<file path="config.mk">
export PLATFORM = sky130hd
export DESIGN_NAME = adc_stream_framer
export DESIGN_NICKNAME = d
export VERILOG_FILES = /design/src/rtl/adc_stream_framer.sv
export SDC_FILE = /design/constraint.sdc
export NUM_CORES = 1
export LEC_CHECK = 0
export ABC_AREA = 1
export CORE_ASPECT_RATIO = 0.7
export CORE_UTILIZATION = 54
export CTS_BUF_LIST = sky130_fd_sc_hd__clkbuf_16
export CTS_CLUSTER_SIZE = 20
export DETAILED_ROUTE_END_ITERATION = 10
export PLACE_DENSITY = 0.75
export SYNTH_ARGS = -nofsm -noshare
export SYNTH_HDL_FRONTEND = slang
export SYNTH_SLANG_ARGS = --single-unit
export TNS_END_PERCENT = 5
</file>
<file path="constraint.sdc">
create_clock -name s_axi_aclk -period 2.95 [get_ports s_axi_aclk]
set_clock_uncertainty 0.05 [all_clocks]
set_input_delay 0.4425 -clock s_axi_aclk [delete_from_list [all_inputs] [get_ports s_axi_aclk]]
set_output_delay 0.4425 -clock s_axi_aclk [all_outputs]
set_load 0.01 [all_outputs]
</file>
<file path="src/rtl/adc_stream_framer.sv">
// AD9643 two-channel sample framer: packs sign-extended sample pairs into fixed-length
// AXI4-Stream packets through a small first-word-fall-through FIFO, counts overflow drops
// and reports registered overrange pulses.
module adc_stream_framer #(
   parameter int unsigned ADC_WIDTH  = 14,
   parameter int unsigned PKT_LEN    = 256,
   parameter int unsigned FIFO_DEPTH = 16
) (
   input  logic                 s_axi_aclk,
   input  logic                 s_axi_aresetn,
   input  logic                 data_en,
   input  logic                 adc_valid,
   input  logic [ADC_WIDTH-1:0] adc_data_a,
   input  logic [ADC_WIDTH-1:0] adc_data_b,
   input  logic                 adc_or_a,
   input  logic                 adc_or_b,
   output logic [1:0]           adc_or_state,
   output logic [31:0]          m_axis_tdata,
   output logic                 m_axis_tvalid,
   input  logic                 m_axis_tready,
   output logic                 m_axis_tlast,
   output logic                 drop_pulse,
   output logic [15:0]          drop_cnt
);

   localparam int unsigned AW = $clog2(FIFO_DEPTH);
   localparam int unsigned BW = $clog2(PKT_LEN);
   localparam logic [BW-1:0] LastBeat = BW'(PKT_LEN - 1);

   localparam logic [1:0] StIdle  = 2'd0;
   localparam logic [1:0] StRun   = 2'd1;
   localparam logic [1:0] StDrain = 2'd2;

   logic [1:0]    state_q, state_d;
   logic [BW-1:0] beat_cnt_q, beat_cnt_d;
   logic [AW:0]   wr_ptr_q, rd_ptr_q;
   logic [32:0]   mem_q [FIFO_DEPTH];
   logic          drop_pulse_q;
   logic [15:0]   drop_cnt_q, drop_cnt_d;
   logic [1:0]    or_state_q;

   logic          active, full, empty, push, pop, drop, is_last, clr_drops;
   logic [15:0]   sext_a, sext_b;
   logic [32:0]   head;

   assign active  = (state_q == StRun) || (state_q == StDrain);
   // Extra pointer MSB distinguishes full from empty when the index bits match.
   assign full    = (wr_ptr_q[AW] != rd_ptr_q[AW]) && (wr_ptr_q[AW-1:0] == rd_ptr_q[AW-1:0]);
   assign empty   = (wr_ptr_q == rd_ptr_q);
   // Full is judged before any same-cycle pop, so a push at full is always dropped.
   assign push    = adc_valid & active & ~full;
   assign drop    = adc_valid & active & full;
   assign pop     = ~empty & m_axis_tready;
   assign is_last = (beat_cnt_q == LastBeat);

   assign sext_a  = 16'($signed(adc_data_a));
   assign sext_b  = 16'($signed(adc_data_b));

   // Next-state, beat counter and drop-counter logic
   always_comb begin
      state_d    = state_q;
      beat_cnt_d = beat_cnt_q;
      clr_drops  = 1'b0;
      if (push) begin
         beat_cnt_d = is_last ? '0 : beat_cnt_q + 1'b1;
      end
      case (state_q)
         StIdle: begin
            if (data_en) begin
               state_d    = StRun;
               beat_cnt_d = '0;
               clr_drops  = 1'b1;
            end
         end
         StRun: begin
            // Use the post-push count so a sample accepted this cycle is never orphaned.
            if (!data_en) begin
               state_d = (beat_cnt_d == '0) ? StIdle : StDrain;
            end
         end
         StDrain: begin
            if (push && is_last) begin
               state_d = StIdle;
            end
         end
         default: state_d = StIdle;
      endcase

      drop_cnt_d = drop_cnt_q;
      if (clr_drops) begin
         drop_cnt_d = '0;
      end else if (drop && (drop_cnt_q != 16'hFFFF)) begin
         drop_cnt_d = drop_cnt_q + 16'd1;
      end
   end

   // Control state, FIFO pointers and status registers
   always_ff @(posedge s_axi_aclk or negedge s_axi_aresetn) begin
      if (!s_axi_aresetn) begin
         state_q      <= StIdle;
         beat_cnt_q   <= '0;
         wr_ptr_q     <= '0;
         rd_ptr_q     <= '0;
         drop_pulse_q <= 1'b0;
         drop_cnt_q   <= '0;
         or_state_q   <= '0;
      end else begin
         state_q      <= state_d;
         beat_cnt_q   <= beat_cnt_d;
         drop_pulse_q <= drop;
         drop_cnt_q   <= drop_cnt_d;
         or_state_q   <= {adc_valid & adc_or_a, adc_valid & adc_or_b};
         if (push) begin
            wr_ptr_q <= wr_ptr_q + 1'b1;
         end
         if (pop) begin
            rd_ptr_q <= rd_ptr_q + 1'b1;
         end
      end
   end

   // FIFO storage; contents are don't-care until written, reset only clears the pointers
   always_ff @(posedge s_axi_aclk) begin
      if (push) begin
         mem_q[wr_ptr_q[AW-1:0]] <= {is_last, sext_b, sext_a};
      end
   end

   // Head entry is masked while empty so the stream outputs read zero after reset
   always_comb begin
      head = mem_q[rd_ptr_q[AW-1:0]];
      if (empty) begin
         head = '0;
      end
   end

   assign m_axis_tvalid = ~empty;
   assign m_axis_tlast  = head[32];
   assign m_axis_tdata  = head[31:0];
   assign drop_pulse    = drop_pulse_q;
   assign drop_cnt      = drop_cnt_q;
   assign adc_or_state  = or_state_q;

endmodule
</file>
==> flow_summary.json <==
{
  "slew_violations": 0,
  "min_from": "adc_or_b",
  "fin_crit_sh_pct": 104,
  "dp_hpwl_microns": 27900,
  "synthDistinctLibCells": 38,
  "numCtsBuffers": 46,
  "htree_num_levels": 2,
  "power_w": 0.0261,
  "critical_path_required_ns": 2.46,
  "whs_endpoint": "adc_or_state[0]$_DFF_PN0_",
  "final_util_pct": 69.1,
  "start_util_pct": 55.6,
  "first_global_vias": 13284,
  "die_area_sq_um": 38200,
  "ys_ff_latch": 503,
  "clockBufferDepth": 3,
  "hold_class": "primary input to flop",
  "io_buffers": 87,
  "viasPerCell": 6.43,
  "p_leak_nw": 8.70,
  "vias": 14608,
  "worst-setup-path-type": "flop to output port",
  "endpoint_kind": "output port",
  "rsz0062_at_grt": "yes",
  "fin_crit_ns": 3.05,
  "area_growth_pct": 24.3,
  "slew_headroom_pct": 38.2,
  "reg2reg_depth": 11,
  "outcome": "complete, but fails checks",
  "core_sq_um": 36400,
  "grt_overflow": 0,
  "fin_ws_ns": -0.104,
  "synth_cells": 1592,
  "clk_pin_slew_worst_paths_ns": 0.07,
  "power_density_nw_per_um2": 1040,
  "synth_area_leaders": "edfxtp_1, o21ai_0, nor2_1",
  "cp_data_arrival_time_ns": 2.56,
  "finalHoldViolCount": 0,
  "synth.yosys.seq_area_share_pct": 73.8,
  "synth_nets": 1637,
  "clock_latency_ns": 0.60,
  "first_pass_iters": 5,
  "cts.sinks": 503,
  "synth_area_per_cell_sq_um": 12.7,
  "synth_top_area_share_pct": 68.9,
  "clockRootBuffer": "clkbuf_16",
  "reg2reg_from": "rd_ptr_q[1]$_DFFE_PN0P_",
  "slowest_stage": "dfrtp_4",
  "crit_fanout": 7,
  "drc_errors": 0,
  "grt_max_degree": 47,
  "ys.warnings.count": 0,
  "ant_nets": 0,
  "track_usage_pct": 28.5,
  "setup_viol": 13,
  "fillers": 2336,
  "dieHeight_microns": 164,
  "cp-start-kind": "flop",
  "tightest_slew_ns": 0.927,
  "grt_antenna_before_repair": 1,
  "globalplace.congestion": 0.850,
  "cpPeakStageDelay_ns": 0.54,
  "cts_tree": "yes",
  "vdd_drop_max_uv": 593,
  "r2r-end": "mem_q[2][28]$_DFFE_PP_",
  "fmax_mhz": 327,
  "routed_wl_microns": 59100,
  "drv_cap": 0,
  "wire_per_inst_microns": 26.0,
  "rows": 58,
  "grt_first_pass_wirelength_microns": 80100,
  "antennaDiodeCount": 0,
  "ioPinCount": 88,
  "yosys.area.top_type": "edfxtp_1",
  "drt_iter0_markers": 1797,
  "violations": "negative setup slack",
  "drive_gt1_share_pct": 17.5,
  "syn-cell-area_sq_um": 20200,
  "r2r_slack_ns": 0.32,
  "path_cells": "clkinv_8 -> buf_16 -> buf_12 -> buf_6 -> clkbuf_16 -> buf_12 -> nor2_4 -> o22ai_2 -> nand2_2 -> a31oi_4 -> buf_6",
  "whs_path_depth": 3,
  "nets": 1802,
  "die_w_microns": 233
}
[cell usage after synthesis (all sizes together)]
| library cell | n |
|---|---|
| ha | 10 |
| o31ai | 1 |
| xnor2 | 2 |
| o221ai | 49 |
| xor2 | 12 |
| nor4 | 2 |
| nand4 | 5 |
| o22ai | 67 |
| clkbuf | 74 |
| a21oi | 6 |
| nand3 | 46 |
| or2 | 1 |
| o21bai | 1 |
| dfrtp | 39 |
| nand2 | 155 |
| inv | 50 |
| o211ai | 9 |
| and3 | 2 |
| o21ai | 249 |
| nor3 | 3 |
| edfxtp | 464 |
| buf | 28 |
| clkinv | 1 |
| nor2 | 285 |
| nand3b | 2 |
| a31oi | 29 |
[cell type report]
type / count / area [sq um] / share of cell area (%)
Sequential cell: 503 / 14900 / 59.4
Tap cell: 480 / 601 / 2.39
Clock buffer: 46 / 1150 / 4.58
Clock inverter: 36 / 234 / 0.931
Multi-Input combinational cell: 936 / 5110 / 20.3
Timing Repair Buffer: 219 / 2900 / 11.5
Inverter: 51 / 216 / 0.861
[registers in the layout, summed over array words and instances, names as in the netlist]
register      cells
adc_or_state      2
mem_q           464
rd_ptr_q          5
beat_cnt_q        8
drop_pulse        1
state_q           2
wr_ptr_q          5
drop_cnt         16
[stage by stage]
step | area (sq um) | setup TNS (ns) | cells | hold slack [ns] | setup WS (ns)
final | 25100 | -0.680 | 2271 | 0.330 | -0.104
after global routing | 25100 | -1.89 | 2271 | 0.361 | -0.164
after CTS | 24200 | -0.678 | 2228 | 0.323 | -0.0699
after detailed placement | 22100 | -0.00704 | 2119 | 0.426 | -0.00704
after global placement | 22100 | 0 | 2119 | 0.425 | 0.0949
after floorplan | 20200 | 0 | 1592 | 0.0969 | 0.0243
[power by group]
| group | switching, W | leakage, nW | internal [W] |
|---|---|---|---|
| sequential | 0.000278 | 4.69 | 0.00835 |
| clock | 0.00266 | 0.745 | 0.00295 |
| combinational | 0.00695 | 3.26 | 0.00491 |
| total | 0.00988 | 8.70 | 0.0162 |
[routing by layer]
layer  vias up  share of wire (%)  track usage [%]
met4         2                3.9             10.2
met2      1126                 44             41.6
met3       182                 13             6.23
li1       6209                  -                -
met1      7089                 38             42.2
met5         -              0.029                0
[cells in the final DEF (no fill, tap or decap), drive strengths merged, types with 10 or more instances in the layout]
cell             n
o221ai          49
clkinv          14
o22ai           67
nor2           285
buf            143
clkdlybuf4s50   52
ha              10
edfxtp         464
inv             70
clkbuf          66
o21ai          249
xor2            12
dfrtp           39
nand3           46
nand2          155
a31oi           29
[logic make-up after synthesis]
logic type	share of synthesized area, %
compound gates	11.8
xor+xnor	0.607
flops	73.8
buf+inv	3.15
fa+ha+maj	0.619
simple gates	10.0
[how the worst max path moves through the flow]
stage	start	to	slack [ns]	cells past startpoint
after global routing	rd_ptr_q[0]$_DFFE_PN0P_	m_axis_tdata[19]	-0.16	10
after detailed placement	rd_ptr_q[0]$_DFFE_PN0P_	m_axis_tdata[3]	-0.007	8
after global placement	rd_ptr_q[0]$_DFFE_PN0P_	m_axis_tdata[21]	0.09	8
after floorplan	state_q[0]$_DFFE_PN0P_	mem_q[15][0]$_DFFE_PP_	0.02	8
final	rd_ptr_q[0]$_DFFE_PN0P_	m_axis_tdata[21]	-0.10	11
after CTS	rd_ptr_q[1]$_DFFE_PN0P_	m_axis_tdata[9]	-0.07	8
[worst max-delay path, delay by kind of cell (launching register included)]
family / cells / cell delay, ns
AO/OA/AOI/OAI: 2 / 0.42
flip-flops: 1 / 0.54
buffers and inverters: 7 / 0.87
AND/OR/NAND/NOR: 2 / 0.13
[what timing repair did]
action                                  in CTS  in global routing
endpoints found under the setup margin      33                 32
pin swaps                                   17                 58
resized for setup                          167                136
buffers inserted                            16                 22
hold endpoints to repair                    39                  0
hold buffers                                 1                  0
gates cloned                                10                 24
Note: power is estimated with default switching activity, not from simulation.
